--- config.mk ---
export PLATFORM = sky130hd
export DESIGN_NAME = xmtr
export DESIGN_NICKNAME = d
export VERILOG_FILES = /design/src/rtl/xmtr.sv
export SDC_FILE = /design/constraint.sdc
export NUM_CORES = 1
export LEC_CHECK = 0
export ABC_AREA = 1
export CORE_UTILIZATION = 40
export CTS_CLUSTER_SIZE = 12
export DETAILED_ROUTE_END_ITERATION = 16
export MAX_ROUTING_LAYER = met4
export PLACE_DENSITY = 0.69
export SYNTH_ARGS = -nofsm -noshare
export SYNTH_HDL_FRONTEND = slang
export SYNTH_SLANG_ARGS = --single-unit
--- constraint.sdc ---
create_clock -name clock -period 2.2 [get_ports clock]
set_input_delay 0.55 -clock clock [delete_from_list [all_inputs] [get_ports clock]]
set_output_delay 0.55 -clock clock [all_outputs]
set_load 0.05 [all_outputs]
--- src/rtl/xmtr.sv ---
// rtl/xmtr.sv - serial framing transmitter: MATCH header then payload, MSB first
//
// Sends each accepted byte as a 16-bit frame on data_out: the 8-bit MATCH
// header followed by the 8-bit payload, most significant bit first. The idle
// line is held at 0 so a receiver hunting for MATCH never sees a false header.
//
// Optional feature macro: XMTR_GAP_EN
//   defined   - GAP forced idle cycles (data_out=0, busy=0) follow every frame
//   undefined - frames run back-to-back with no idle cycle in between
//
// Ports:
//   clock    in   rising-edge clock
//   reset    in   synchronous active-low reset
//   data_in  in   [7:0] payload byte, captured on an accepted write
//   writing  in   write strobe, accepted only while ready==1
//   ready    out  holding buffer empty
//   busy     out  frame in progress (header or payload bits on the line)
//   overrun  out  sticky: a write was dropped because the buffer was full;
//                 cleared by the next accepted write
//   data_out out  serial line, 0 when idle

module xmtr #(
    parameter logic [7:0] MATCH = 8'hA5
`ifdef XMTR_GAP_EN
    ,
    parameter int unsigned GAP = 1
`endif
) (
    input  logic       clock,
    input  logic       reset,
    input  logic [7:0] data_in,
    input  logic       writing,
    output logic       ready,
    output logic       busy,
    output logic       overrun,
    output logic       data_out
);

    typedef enum logic [1:0] {
        S_IDLE,
        S_HEAD,
        S_BODY
`ifdef XMTR_GAP_EN
        ,
        S_GAP
`endif
    } state_t;

    state_t      state_q, state_d;
    logic [2:0]  count_q, count_d;
    logic [7:0]  hold_q, hold_d;
    logic [7:0]  shift_q, shift_d;
    logic        ready_q, ready_d;
    logic        busy_q, busy_d;
    logic        overrun_q, overrun_d;
    logic        data_out_q, data_out_d;
`ifdef XMTR_GAP_EN
    logic [3:0]  gap_q, gap_d;
`endif

    // Writes are judged on the registered ready, so a write landing on the
    // same edge the buffer drains into the shifter is still rejected.
    logic wr_accept;
    logic wr_reject;
    logic launch;

    assign wr_accept = writing & ready_q;
    assign wr_reject = writing & ~ready_q;

    always_comb begin
        state_d    = state_q;
        count_d    = count_q;
        hold_d     = hold_q;
        shift_d    = shift_q;
        ready_d    = ready_q;
        busy_d     = busy_q;
        overrun_d  = overrun_q;
        data_out_d = data_out_q;
`ifdef XMTR_GAP_EN
        gap_d      = gap_q;
`endif
        launch     = 1'b0;

        if (wr_accept) begin
            hold_d    = data_in;
            ready_d   = 1'b0;
            overrun_d = 1'b0;
        end else if (wr_reject) begin
            overrun_d = 1'b1;
        end

        case (state_q)
            S_IDLE: begin
                count_d    = 3'd0;
                data_out_d = 1'b0;
                busy_d     = 1'b0;
                launch     = ~ready_q;
            end

            S_HEAD: begin
                count_d = count_q + 3'd1;
                if (count_q == 3'd7) begin
                    state_d    = S_BODY;
                    data_out_d = shift_q[7];
                end else begin
                    // Bit MATCH[7] already went out on the launch edge.
                    data_out_d = MATCH[3'd6 - count_q];
                end
            end

            S_BODY: begin
                count_d = count_q + 3'd1;
                if (count_q != 3'd7) begin
                    data_out_d = shift_q[3'd6 - count_q];
                end else begin
                    data_out_d = 1'b0;
                    busy_d     = 1'b0;
`ifdef XMTR_GAP_EN
                    state_d    = S_GAP;
                    gap_d      = 4'(GAP - 1);
`else
                    // A byte written during this frame starts the next one
                    // with no idle bit in between.
                    state_d    = S_IDLE;
                    launch     = ~ready_q;
`endif
                end
            end

`ifdef XMTR_GAP_EN
            S_GAP: begin
                count_d    = 3'd0;
                data_out_d = 1'b0;
                busy_d     = 1'b0;
                if (gap_q == 4'd0) begin
                    state_d = S_IDLE;
                    launch  = ~ready_q;
                end else begin
                    gap_d = gap_q - 4'd1;
                end
            end
`endif

            default: begin
                state_d    = S_IDLE;
                count_d    = 3'd0;
                data_out_d = 1'b0;
                busy_d     = 1'b0;
            end
        endcase

        // Frame start: the held byte moves to the shifter and the first
        // header bit goes on the line at this same edge.
        if (launch) begin
            state_d    = S_HEAD;
            count_d    = 3'd0;
            shift_d    = hold_q;
            ready_d    = 1'b1;
            busy_d     = 1'b1;
            data_out_d = MATCH[7];
        end
    end

    always_ff @(posedge clock) begin
        if (!reset) begin
            state_q    <= S_IDLE;
            count_q    <= 3'd0;
            hold_q     <= 8'd0;
            shift_q    <= 8'd0;
            ready_q    <= 1'b1;
            busy_q     <= 1'b0;
            overrun_q  <= 1'b0;
            data_out_q <= 1'b0;
`ifdef XMTR_GAP_EN
            gap_q      <= 4'd0;
`endif
        end else begin
            state_q    <= state_d;
            count_q    <= count_d;
            hold_q     <= hold_d;
            shift_q    <= shift_d;
            ready_q    <= ready_d;
            busy_q     <= busy_d;
            overrun_q  <= overrun_d;
            data_out_q <= data_out_d;
`ifdef XMTR_GAP_EN
            gap_q      <= gap_d;
`endif
        end
    end

    assign ready    = ready_q;
    assign busy     = busy_q;
    assign overrun  = overrun_q;
    assign data_out = data_out_q;

endmodule
==> Implementation_results.wiki <==
{| class="wikitable"
! Metric !! Value
|-
| Largest net degree at the start of global routing || 20
|-
| Sum of routed wire segments on met1 || around 1000 um
|-
| Initial Utilization || 0.437
|-
| Top Metal Used || met4
|-
| Fmax || roughly 470 MHz
|-
| Floorplan core area || ~0.0025 mm^2
|-
| Post-detailed-route DRC marker count || 0
|-
| Buf/Inv on CP || 1
|-
| Met2 routed WL || approximately 850 um
|-
| Clock Sinks || 25
|-
| Peak VDD IR || 0.547 mV
|-
| # nets final || 180
|-
| I/O pins || 15
|-
| Cell at the root of the clock tree || sky130_fd_sc_hd__clkbuf_4
|-
| Post-synthesis register bit count || 25
|-
| CP max-delay cell || sky130_fd_sc_hd__clkdlybuf4s50_1
|-
| Critical path launch point type || flip-flop
|-
| Type of destination of the critical path || output pin
|-
| HPWL reported at the end of detailed placement || about 1500 um
|-
| H-Tree Level Count || 1
|-
| Final total negative setup slack || 0 ns
|-
| Critical-path cell list || clkdlybuf4s50_1
|-
| Insertion delay to the later sink of the worst-skew pair || between 0.3 and 0.4 ns
|-
| Fin. Hold Viols || 0
|-
| X dimension of the die || about 55 um
|-
| Count of max-cap constraint violations || 0
|-
| Cell family contributing the most delay on the critical path || buffers and inverters
|-
| Measured slew at the worst slew-check pin || around 0.52 ns
|-
| Total of cells resized after clock tree synthesis || 0
|-
| Worst EP required || approximately 1.7 ns
|-
| Remaining number of nets flagged by the antenna check after routing || 0
|-
| Worst-path maximum fanout || 4
|-
| Pwr per Cell Area || ~680 mW/mm^2
|-
| Worst setup path category || flip-flop to output pin
|-
| Met3 WL post-DR || approximately 83 um
|-
| Worst reg-to-reg setup slack || approximately 0.42 ns
|-
| Weighted congestion at the end of routability-driven global placement || between 0.8 and 0.9
|-
| Share of the synthesized area in the top cell type || 0.450
|-
| Vias || just over 900
|-
| Critical path data arrival time || about 1.6 ns
|-
| Number of endpoints failing setup at the final stage || 0
|-
| Setup repair after global routing missed its margin || false
|-
| Number of nets in the synthesized netlist || between 150 and 200
|-
| Final critical-path share of the clock period || 0.963
|-
| Top cells by area, synth || sky130_fd_sc_hd__dfxtp_1, sky130_fd_sc_hd__o21ai_0, sky130_fd_sc_hd__ha_1, sky130_fd_sc_hd__nor2_1, sky130_fd_sc_hd__nand2_1
|-
| Outcome || finished, final reports clean
|-
| Drt pass-1 iters || 4
|-
| Total CTS buffers || 3
|-
| Max-Slew Margin vs Limit || 0.655
|-
| Fin area || ~0.0013 mm^2
|-
| Routed wirelength normalized by instance count || ~10 um
|-
| CTS tree || yes
|-
| Overflow left after global routing || 0
|-
| Mean cell area of the mapped netlist || approximately 7.6 um^2
|-
| Antenna violations before repair || 0
|-
| Delay of the slowest cell on the worst path || 0.82 ns
|-
| Standard-cell rows || 18
|-
| Vert. Die Dim || roughly 55 um
|-
| Clock period minus final worst setup slack || about 2.1 ns
|-
| Area Overhead vs Synth || 17.0%
|-
| Post-synth top area cell || sky130_fd_sc_hd__dfxtp_1
|-
| Synthesis warning total || 0
|-
| Share of synthesized area occupied by flip-flops and latches || 0.450
|-
| Total routed wirelength || 1940 um
|-
| Static power due to leakage || 0.568 nW
|-
| Fraction of layout cells with a size suffix above 1 || 0.0621
|-
| Area of the die || between 0.002 and 0.003 mm^2
|-
| Class of the tightest hold or removal check || flip-flop to flip-flop
|-
| Postcts setup bufs || 0
|-
| Number of library cell types mapped by synthesis || 22
|-
| First-pass GRT wire length || between 3000 and 4000 um
|-
| Max-slew violation count || 0
|-
| Total cell area at the placement stage || ~0.0013 mm^2
|-
| Synthesized instance count || 146
|-
| Per-cell via count in the routed design || roughly 4.8
|-
| Number of global-route vias before repair || 740
|-
| PortBufs || 14
|-
| Antenna diode instance count || 0
|-
| Number of buffers added to fix hold violations after cts || 0
|-
| Initial DRC count || 14
|-
| Max Clock Skew || between 0.01 and 0.015 ns
|-
| Summed instance area of the synthesized netlist || 0.00111 mm^2
|-
| GR Util All Layers || 0.164
|-
| Maximum number of buffers from clock root to sink || 2
|-
| Post-CTS clock slew at the launch and capture registers of the worst setup and hold paths || about 0.15 ns
|}
layout by cell type, fill, tap and decap left out:
cell type and n:
sky130_fd_sc_hd__or2_1 1, sky130_fd_sc_hd__o21bai_2 1, sky130_fd_sc_hd__inv_6 1, sky130_fd_sc_hd__clkdlybuf4s50_1 14, sky130_fd_sc_hd__o21ai_1 1, sky130_fd_sc_hd__o21ai_0 20
sky130_fd_sc_hd__a21oi_2 1, sky130_fd_sc_hd__nand2_2 1, sky130_fd_sc_hd__clkinv_1 1, sky130_fd_sc_hd__nand2_1 19, sky130_fd_sc_hd__inv_2 3, sky130_fd_sc_hd__clkbuf_4 3
sky130_fd_sc_hd__a21boi_0 1, sky130_fd_sc_hd__dfxtp_1 25, sky130_fd_sc_hd__a21oi_1 11, sky130_fd_sc_hd__inv_1 18, sky130_fd_sc_hd__o311a_1 1, sky130_fd_sc_hd__ha_1 7
sky130_fd_sc_hd__nand3_1 9, sky130_fd_sc_hd__o31ai_1 1, sky130_fd_sc_hd__nor2_1 21, sky130_fd_sc_hd__xor2_1 1
sequential cells by signal, indices dropped and copies added, names as in the netlist:
signal / cells
state_q: 2
ready: 1
busy: 1
data_out: 1
overrun: 1
shift_q: 8
count_q: 3
hold_q: 8
worst paths after layout:
kind	startpoint	end	depth (start not counted)
max	ready$_SDFFE_PP1P_	ready	1
min	shift_q[2]$_SDFFE_PN0P_	shift_q[2]$_SDFFE_PN0P_	2
max reg2reg	count_q[0]$_SDFF_PP0_	count_q[0]$_SDFF_PP0_	9
min reg2reg	shift_q[2]$_SDFFE_PN0P_	shift_q[2]$_SDFFE_PN0P_	2
synthesized netlist by cell type (all sizes together):
library cell  instances
clkinv                1
or2                   1
dfxtp                25
a21oi                12
o31ai                 1
a21boi                1
clkbuf                1
ha                    7
nand3                 9
xor2                  1
o21bai                1
nand2                20
buf                   2
inv                  21
o311a                 1
nor2                 21
o21ai                21
metal layers:
layer	vias up	global-route usage
met5	-	-
met4	0	0.0641
met3	2	0.0500
met2	21	0.225
met1	385	0.222
li1	500	-
area by class of cell:
cell class | count | area (um^2)
Sequential cell | 25 | 500
Clock inverter | 1 | 8.76
Timing Repair Buffer | 14 | 140
Tap cell | 30 | 37.5
Multi-Input combinational cell | 96 | 509
Inverter | 22 | 82.6
Fill cell | 233 | 1240
Clock buffer | 3 | 22.5
through the flow:
stage	setup slack (ns)	hold slack [ns]	power [mW]	util	cells
6_report	0.0824	0.471	0.881	0.511	191
3_5_place_dp	0.361	0.455	0.671	0.499	187
5_1_grt	0.00614	0.483	0.937	0.511	191
3_3_place_gp	0.376	0.454	0.669	0.499	187
2_1_floorplan	0.688	0.429	0.623	-	146
4_1_cts	0.0509	0.475	0.894	0.511	191
report_power, final:
part           total, mW  leakage, nW  internal (mW)  switching (mW)
Sequential         0.504        0.206          0.488          0.0163
Combinational      0.155        0.344         0.0617          0.0932
Clock              0.221       0.0183         0.0742           0.147
Total              0.881        0.568          0.624           0.257
cells by family (layout without fill, tap and decap cells):
group	count (synthesis)	in the layout	share of synthesized area
xor gates and xnor gates	1	1	0.00788
and+or+nand+nor	51	51	0.187
buffers and inverters	25	40	0.0922
adders and majority gates	7	7	0.0787
AOI/OAI and AO/OA	37	37	0.184
DFF	25	25	0.450
Power figures use the tool's default switching activity.
